<file path="config.mk">
export PLATFORM = sky130hd
export DESIGN_NAME = uart_rx
export DESIGN_NICKNAME = d
export VERILOG_FILES = /design/src/rtl/uart_pkg.sv /design/src/rtl/uart_rx_sync.sv /design/src/rtl/uart_rx.sv
export SDC_FILE = /design/constraint.sdc
export NUM_CORES = 1
export LEC_CHECK = 0
export CAP_MARGIN = 20
export CORE_MARGIN = 2
export CORE_UTILIZATION = 40
export CTS_BUF_LIST = sky130_fd_sc_hd__clkbuf_4 sky130_fd_sc_hd__clkbuf_8 sky130_fd_sc_hd__clkbuf_16
export DETAILED_ROUTE_END_ITERATION = 8
export GPL_ROUTABILITY_DRIVEN = 0
export GPL_TIMING_DRIVEN = 0
export PLACE_DENSITY_LB_ADDON = 0.08
export SLEW_MARGIN = 25
export SYNTH_ARGS = -nofsm -noshare
export SYNTH_HDL_FRONTEND = slang
export SYNTH_HIERARCHICAL = 1
export SYNTH_SLANG_ARGS = --single-unit
</file>
<file path="constraint.sdc">
create_clock -name clk -period 2.3 [get_ports clk]
set_clock_uncertainty 0.15 [all_clocks]
set_input_delay 0.345 -clock clk [delete_from_list [all_inputs] [get_ports clk]]
set_output_delay 0.345 -clock clk [all_outputs]
set_load 0.005 [all_outputs]
</file>
<file path="src/rtl/uart_pkg.sv">
// uart_pkg: state encoding and framing constants shared by the UART receiver and transmitter.
// ST_PARITY exists only when UART_RX_PARITY_EN is defined.
package uart_pkg;
    localparam int UART_OVERSAMPLE = 16;
    localparam logic [4:0] UART_MIN_BITS = 5'd5;
    typedef enum logic [2:0] {
        ST_IDLE,
        ST_START,
        ST_DATA,
`ifdef UART_RX_PARITY_EN
        ST_PARITY,
`endif
        ST_STOP
    } uart_state_e;
    // Requested word length forced into [UART_MIN_BITS, maxw].
    function automatic logic [4:0] clamp_bits(input logic [4:0] b, input int unsigned maxw);
        return (b < UART_MIN_BITS) ? UART_MIN_BITS : (32'(b) > maxw) ? 5'(maxw) : b;
    endfunction
endpackage

</file>
<file path="src/rtl/uart_rx_sync.sv">
// uart_rx_sync: two-flop synchronizer for the serial line; resets to the idle (high) level.
module uart_rx_sync (
    input  logic clk,
    input  logic rst,
    input  logic d_i,
    output logic q_o
);
    logic [1:0] sync_q;
    always_ff @(posedge clk or posedge rst) begin
        if (rst) sync_q <= 2'b11;
        else sync_q <= {sync_q[0], d_i};
    end
    assign q_o = sync_q[1];
endmodule

</file>
<file path="src/rtl/uart_rx.sv">
// uart_rx: oversampling UART receiver with sticky frame/overrun flags and ack handshake.
// Define UART_RX_PARITY_EN to add an even-parity bit and the parity_err output.
module uart_rx
    import uart_pkg::*;
#(
    parameter int DATA_WIDTH = 16,
    parameter int OVERSAMPLE = UART_OVERSAMPLE
) (
    input  logic                  clk,
    input  logic                  rst,
    input  logic                  en,
    input  logic                  clken,
    input  logic                  rx,
    input  logic [4:0]            bits_per_word,
    output logic [DATA_WIDTH-1:0] data_out,
    output logic                  rx_valid,
    input  logic                  rx_ack,
    output logic                  rx_busy,
    output logic                  frame_err,
    output logic                  overrun
`ifdef UART_RX_PARITY_EN
    ,
    output logic                  parity_err
`endif
);
    localparam int TW = $clog2(OVERSAMPLE);
    localparam logic [TW-1:0] HALF = TW'(OVERSAMPLE / 2 - 1);
    localparam logic [TW-1:0] LAST = TW'(OVERSAMPLE - 1);

    uart_state_e           state_q;
    logic [TW-1:0]         tick_q, tick_d;
    logic [4:0]            bit_cnt_q, nbits_q, nbits_d;
    logic [DATA_WIDTH-1:0] shift_q, shift_d, data_q;
    logic                  valid_q, frame_err_q, overrun_q, armed_q, rx_prev_q, rx_s;
`ifdef UART_RX_PARITY_EN
    logic                  parity_err_q;
    assign parity_err = parity_err_q;
`endif

    uart_rx_sync u_sync (
        .clk (clk),
        .rst (rst),
        .d_i (rx),
        .q_o (rx_s)
    );

    assign nbits_d = clamp_bits(bits_per_word, DATA_WIDTH);
    assign shift_d = shift_q | (DATA_WIDTH'(rx_s) << bit_cnt_q);
    assign tick_d  = (tick_q == LAST) ? '0 : tick_q + 1'b1;

    assign data_out  = data_q;
    assign rx_valid  = valid_q;
    assign rx_busy   = (state_q != ST_IDLE);
    assign frame_err = frame_err_q;
    assign overrun   = overrun_q;

    always_ff @(posedge clk or posedge rst) begin
        if (rst) begin
            state_q     <= ST_IDLE;
            tick_q      <= '0;
            bit_cnt_q   <= '0;
            nbits_q     <= '0;
            shift_q     <= '0;
            data_q      <= '0;
            valid_q     <= 1'b0;
            frame_err_q <= 1'b0;
            overrun_q   <= 1'b0;
            armed_q     <= 1'b0;
            rx_prev_q   <= 1'b1;
`ifdef UART_RX_PARITY_EN
            parity_err_q <= 1'b0;
`endif
        end else begin
            rx_prev_q <= rx_s;
            if (rx_ack) begin
                valid_q     <= 1'b0;
                frame_err_q <= 1'b0;
                overrun_q   <= 1'b0;
`ifdef UART_RX_PARITY_EN
                parity_err_q <= 1'b0;
`endif
            end
            // Later assignments below deliberately override the ack clears.
            if (!en) begin
                state_q <= ST_IDLE;
            end else begin
                case (state_q)
                    ST_IDLE: begin
                        if (clken && rx_s) armed_q <= 1'b1;
                        if (armed_q && rx_prev_q && !rx_s) begin
                            state_q   <= ST_START;
                            armed_q   <= 1'b0;
                            tick_q    <= '0;
                            bit_cnt_q <= '0;
                            nbits_q   <= nbits_d;
                            shift_q   <= '0;
                        end
                    end
                    ST_START: if (clken) begin
                        tick_q <= (tick_q == HALF) ? '0 : tick_q + 1'b1;
                        if (tick_q == HALF) state_q <= rx_s ? ST_IDLE : ST_DATA;
                    end
                    ST_DATA: if (clken) begin
                        tick_q <= tick_d;
                        if (tick_q == LAST) begin
                            shift_q   <= shift_d;
                            bit_cnt_q <= bit_cnt_q + 1'b1;
`ifdef UART_RX_PARITY_EN
                            if (bit_cnt_q == nbits_q - 1'b1) state_q <= ST_PARITY;
`else
                            if (bit_cnt_q == nbits_q - 1'b1) state_q <= ST_STOP;
`endif
                        end
                    end
`ifdef UART_RX_PARITY_EN
                    ST_PARITY: if (clken) begin
                        tick_q <= tick_d;
                        if (tick_q == LAST) begin
                            state_q <= ST_STOP;
                            if (rx_s != ^shift_q) parity_err_q <= 1'b1;
                        end
                    end
`endif
                    ST_STOP: if (clken) begin
                        tick_q <= tick_d;
                        if (tick_q == LAST) begin
                            state_q <= ST_IDLE;
                            if (rx_s) begin
                                data_q  <= shift_q;
                                valid_q <= 1'b1;
                                if (valid_q && !rx_ack) overrun_q <= 1'b1;
                            end else begin
                                frame_err_q <= 1'b1;
                            end
                        end
                    end
                    default: state_q <= ST_IDLE;
                endcase
            end
        end
    end
endmodule

</file>
Word-level counts from Yosys, hierarchy flattened
Cells that the tools add are included.
{ "totals": {"reg_bits": 56, "in_bits": 11, "out_inout_bits": 20, "wordCells": 104} }
{ "classes": {"n_addsub": 3, "n_lt_le_gt_ge": 2, "n_eq_ne": 19, "shift": 1, "muxes": 48, "n_bitwise": 1, "reduce_logical": 18} }
{ "op_table": {"columns": ["op", "n"], "rows": [
  ["$mux 16", 3],
  ["$pmux 16 s2", 1],
  ["$mux 3", 9],
  ["$mux 5", 5],
  ["$ne 3x3->1 const B", 8],
  ["$mux 1", 21],
  ["$mux 4", 5],
  ["$or 16x16->16", 1],
  ["$shl 1x5->16", 1],
  ["$reduce_and 5->1", 3],
  ["$pmux 3 s4", 1],
  ["$pmux 4 s3", 1],
  ["$pmux 5 s2", 1],
  ["$ne 2x2->1 const B", 4],
  ["$reduce_and 8->1", 1],
  ["$eq 3x2->1 const B", 2],
  ["$reduce_and 3->1", 2],
  ["$reduce_bool 3->1", 2],
  ["$add 5x1->5 const B", 1],
  ["$eq 5x5->1", 1],
  ["$gt 5x5->1 const B", 1],
  ["$lt 5x3->1 const B", 1],
  ["$sub 5x1->5 const B", 1],
  ["$add 4x1->4 const B", 1],
  ["10 further kinds", 15]
]} }

Logic depth before layout (Yosys ltp)
{ "depth": {"depth_word": 8, "ltp_mapped": 7, "mapped_depth_nobuf": 6} }

Modules after synthesis
The synthesis kept the hierarchy.
{ "modules_own_cells": {"columns": ["mod", "instances", "cells_each", "area_each_um2", "seq_area_each_um2"], "rows": [
  ["uart_rx", 1, 235, 2568.7, 1327.5],
  ["uart_rx_sync", 1, 3, 56.3, 52.6]
]} }

Worst setup path before layout
Ideal clock, no wire load.
{ "synth_timing": {"path_kind": "register -> register", "from": "register tick_q[0]", "to": "register data_q[0] (netlist: data_out[0])", "arrival_time_ns": 1.586, "setup_slack_ns": 0.439, "stages_incl_launch_ff": 7, "n_path_buf": 2, "path_cell_list": "dfrtp_1 -> ha_1 -> and3_1 -> and4_4 -> buf_6 -> buf_12 -> mux2_4"} }
{ "synth_via": {"elab_chain_cells": 2} }
{ "synth_rtl": {"columns": ["item", "line", "text"], "rows": [
  ["start: declaration", "uart_rx.sv:31", "logic [TW-1:0] tick_q, tick_d;"],
  ["start signal: assignment", "uart_rx.sv:100", "tick_q <= (tick_q == HALF) ? '0 : tick_q + 1'b1;"],
  ["start signal: assignment", "uart_rx.sv:104", "tick_q <= tick_d;"],
  ["start signal: assignment", "uart_rx.sv:125", "tick_q <= tick_d;"],
  ["$eq 4x4->1", "uart_rx.sv:126", "if (tick_q == LAST) begin"],
  ["$reduce_and 5->1 (no line)", null, null],
  ["end signal: assignment", "uart_rx.sv:129", "data_q <= shift_q;"],
  ["end: declaration", "uart_rx.sv:33", "logic [DATA_WIDTH-1:0] shift_q, shift_d, data_q;"]
]} }
Every way passes these cells.
A chain may end at the register's enable or synchronous reset.

Worst setup path after layout
{ "layout_timing": {"from": "register state_q[1]", "to": "output rx_busy"} }
{ "layout_via": {"elab_chain_cells": 1} }
{ "layout_rtl": {"columns": ["item", "line", "text"], "rows": [
  ["start: declaration", "uart_rx.sv:30", "uart_state_e state_q;"],
  ["start signal: assignment", "uart_rx.sv:101", "if (tick_q == HALF) state_q <= rx_s ? ST_IDLE : ST_DATA;"],
  ["$reduce_bool 3->1", "uart_rx.sv:53", "assign rx_busy = (state_q != ST_IDLE);"],
  ["end: declaration", "uart_rx.sv:18", "output logic rx_busy,"]
]} }
Every way passes these cells.

==> results.cfg <==
[setup_path]
crit_arrival_ns = 1.61
crit_fanout = 9
path_class = register to output port
cp_data_required_time_ns = 1.80
endpoint_kind = output port
crit_buf_inv = 3
timing.rr.end = data_out[4]
ff2ff_setup_slack_ns = 0.26
reg2reg_from = tick_q[0]
slowest_stage = clkdlybuf4s50_1
r2r_cells = 6
path_delay_family = buffers and inverters
critPathLaunchType = register
slowest_delay_ns = 0.46
crit_chain = buf_4 -> nor2_4 -> inv_1 -> clkdlybuf4s50_1

[synthesis]
synth_area_leaders = dfrtp_1, mux2_4, mux2_2, nand2_1, dfstp_2
ys_types = 51
syn_area_per_cell_um2 = 11.0
ys_top_cells_by_count = dfrtp_1, nand2_1, o21ai_0
synthCells = 238
syn_nets = 252
yosys_warnings = 6
ys.flop_type = dfrtp_1
synth_top_cell_by_area = dfrtp_1
synth-edff-count = 0
ys_seq_area_share_pct = 52.6
synthArstFlopShare_pct = 100
netlist_area_um2 = 2630
synth_most_common_cell = dfrtp_1
synth_top_area_share_pct = 49.6
ys_seq_elements = 55

[timing]
maxSlewViolCount = 0
fmaxAchievable_mhz = 474
slew-limit-headroom_pct = 68.5
rsz0062_at_grt = no
finalCritPeriodShare_pct = 91.6
setup_viol = 0
worst_pin_slew_ns = 0.473
fin_ws_ns = 0.192
period_needed_ns = 2.11
hold_violations = 0

[clock_tree]
cts_tree = yes
root_buffer = clkbuf_8
cts_max_path_buffers = 2
ctsResizeCount = 0
postCtsHoldBufs = 0
cts_buffers = 5
cts_setup_buffers = 0
cts_max_level = 2
clock_sinks = 55
clk_pin_slew_ns = 0.10
insertion_delay_ns = 0.31

[pwr]
leakage_nw = 1.39
max-vdd-ir-drop_mv = 0.296
cellPowerDensity_nw_per_um2 = 607

[run]
drv_cap = 0

[drt]
dr.pass1.iters = 4
top_layer = met4
met1_length_um = 2440
wl_met3_um = 186
drt.antenna.violating_nets = 0
drt_iter0_markers = 70
routed-wl-met2_um = 2180
drt-total-wl_um = 4870
num_vias = 1817
wl_per_cell_um = 13.8
drc = 0
viasPerCell = 5.13

[global_routing]
grt_pass1_vias = 1748
gr-total-overflow = 0
grtUsageTotal_pct = 14.8
grt_max_degree = 51
grt_pass1_wl_um = 8560
antenna_found_initial = 0

[die]
num_rows = 29
dieArea_um2 = 7230
pin_count = 31
die-width_um = 85.0
die_y_um = 85.0
start_util_pct = 41.3
fp.coreArea_um2 = 6350

[final_layout]
fin_cells = 354
fin_nets = 290
areaGrowthSynthToFinish_pct = 20.0
antenna_cells = 0
drive_gt1_share_pct = 17.0
final_util_pct = 49.6

[status]
outcome = finished clean

[placement]
numPortBuffers = 30
place_worst_setup_slack_ns = 0.0465
post-dp-hpwl_um = 3540
dpl.cell_count = 346

[hold_path]
hold_class = primary input to async pin
layout make-up:
type	count	area [um2]
Fill cell	598	3200
Sequential cell	55	1380
Multi-Input combinational cell	158	1120
Timing Repair Buffer	31	328
Tap cell	77	96.3
Buffer	12	80.1
Clock buffer	5	68.8
Inverter	13	51.3
Clock inverter	3	23.8
kinds of logic after synthesis:
logic type               after synthesis  synth area share (%)
AO/OA/AOI/OAI                         50                  13.0
XOR/XNOR                               8                  2.67
adder cells (fa/ha/maj)                3                  1.43
buffers and inverters                 25                  4.91
flip-flops                            55                  52.6
multiplexers                          20                  9.63
AND/OR/NAND/NOR                       77                  15.8
power breakdown:
group / leakage [nW] / switching [W] / internal [W] / total (W)
Clock: 0.0408 / 0.000326 / 0.000218 / 0.000545
Combinational: 0.603 / 0.000159 / 0.000141 / 0.000300
Sequential: 0.748 / 0.0000431 / 0.00102 / 0.00107
metrics by stage:
| step | setup TNS [ns] | area (um2) | power [W] | hold slack [ns] |
|---|---|---|---|---|
| finish | 0 | 3150 | 0.00191 | 0.115 |
| global route | 0 | 3150 | 0.00203 | 0.114 |
| CTS | 0 | 3140 | 0.00195 | 0.107 |
| detailed placement | 0 | 3050 | 0.00139 | 0.199 |
| global placement | -30.60 | 3020 | 0.00138 | 0.198 |
| floorplan | 0 | 2630 | 0.00131 | 0.107 |
registers in the layout (all words and copies together) (netlist names):
signal / flops
u_sync/sync_q: 2
state_q: 2
bit_cnt_q: 5
tick_q: 4
rx_valid: 1
shift_q: 16
frame_err: 1
rx_prev_q: 1
overrun: 1
armed_q: 1
data_out: 16
nbits_q: 5
layer usage:
metal / GRT usage [%] / vias up
met5: 0 / -
met4: 4.76 / 0
met3: 2.92 / 6
met2: 23.0 / 35
met1: 20.9 / 861
li1: - / 915
worst max path at each step:
stage / start / endpoint / cells after the start
3_5_place_dp: en / shift_q[9] / 5
5_1_grt: state_q[1] / rx_busy / 4
2_1_floorplan: tick_q[0] / data_out[0] / 6
3_3_place_gp: rst / bit_cnt_q[4] / 2
6_report: state_q[1] / rx_busy / 4
4_1_cts: state_q[1] / rx_busy / 4
layout by cell type (no fill, tap or decap), drive strengths merged, types with 4 or more instances in the layout:
cell type,n
o21a,8
nand2,24
nand2b,4
nand4,7
a21oi,4
dfrtp,52
clkbuf,10
nor3,4
o31ai,4
mux2,18
nand3,10
nor2,12
buf,8
xnor2,7
o21ai,17
inv,14
clkdlybuf4s50,30
Note: power is estimated with default switching activity, not from simulation.
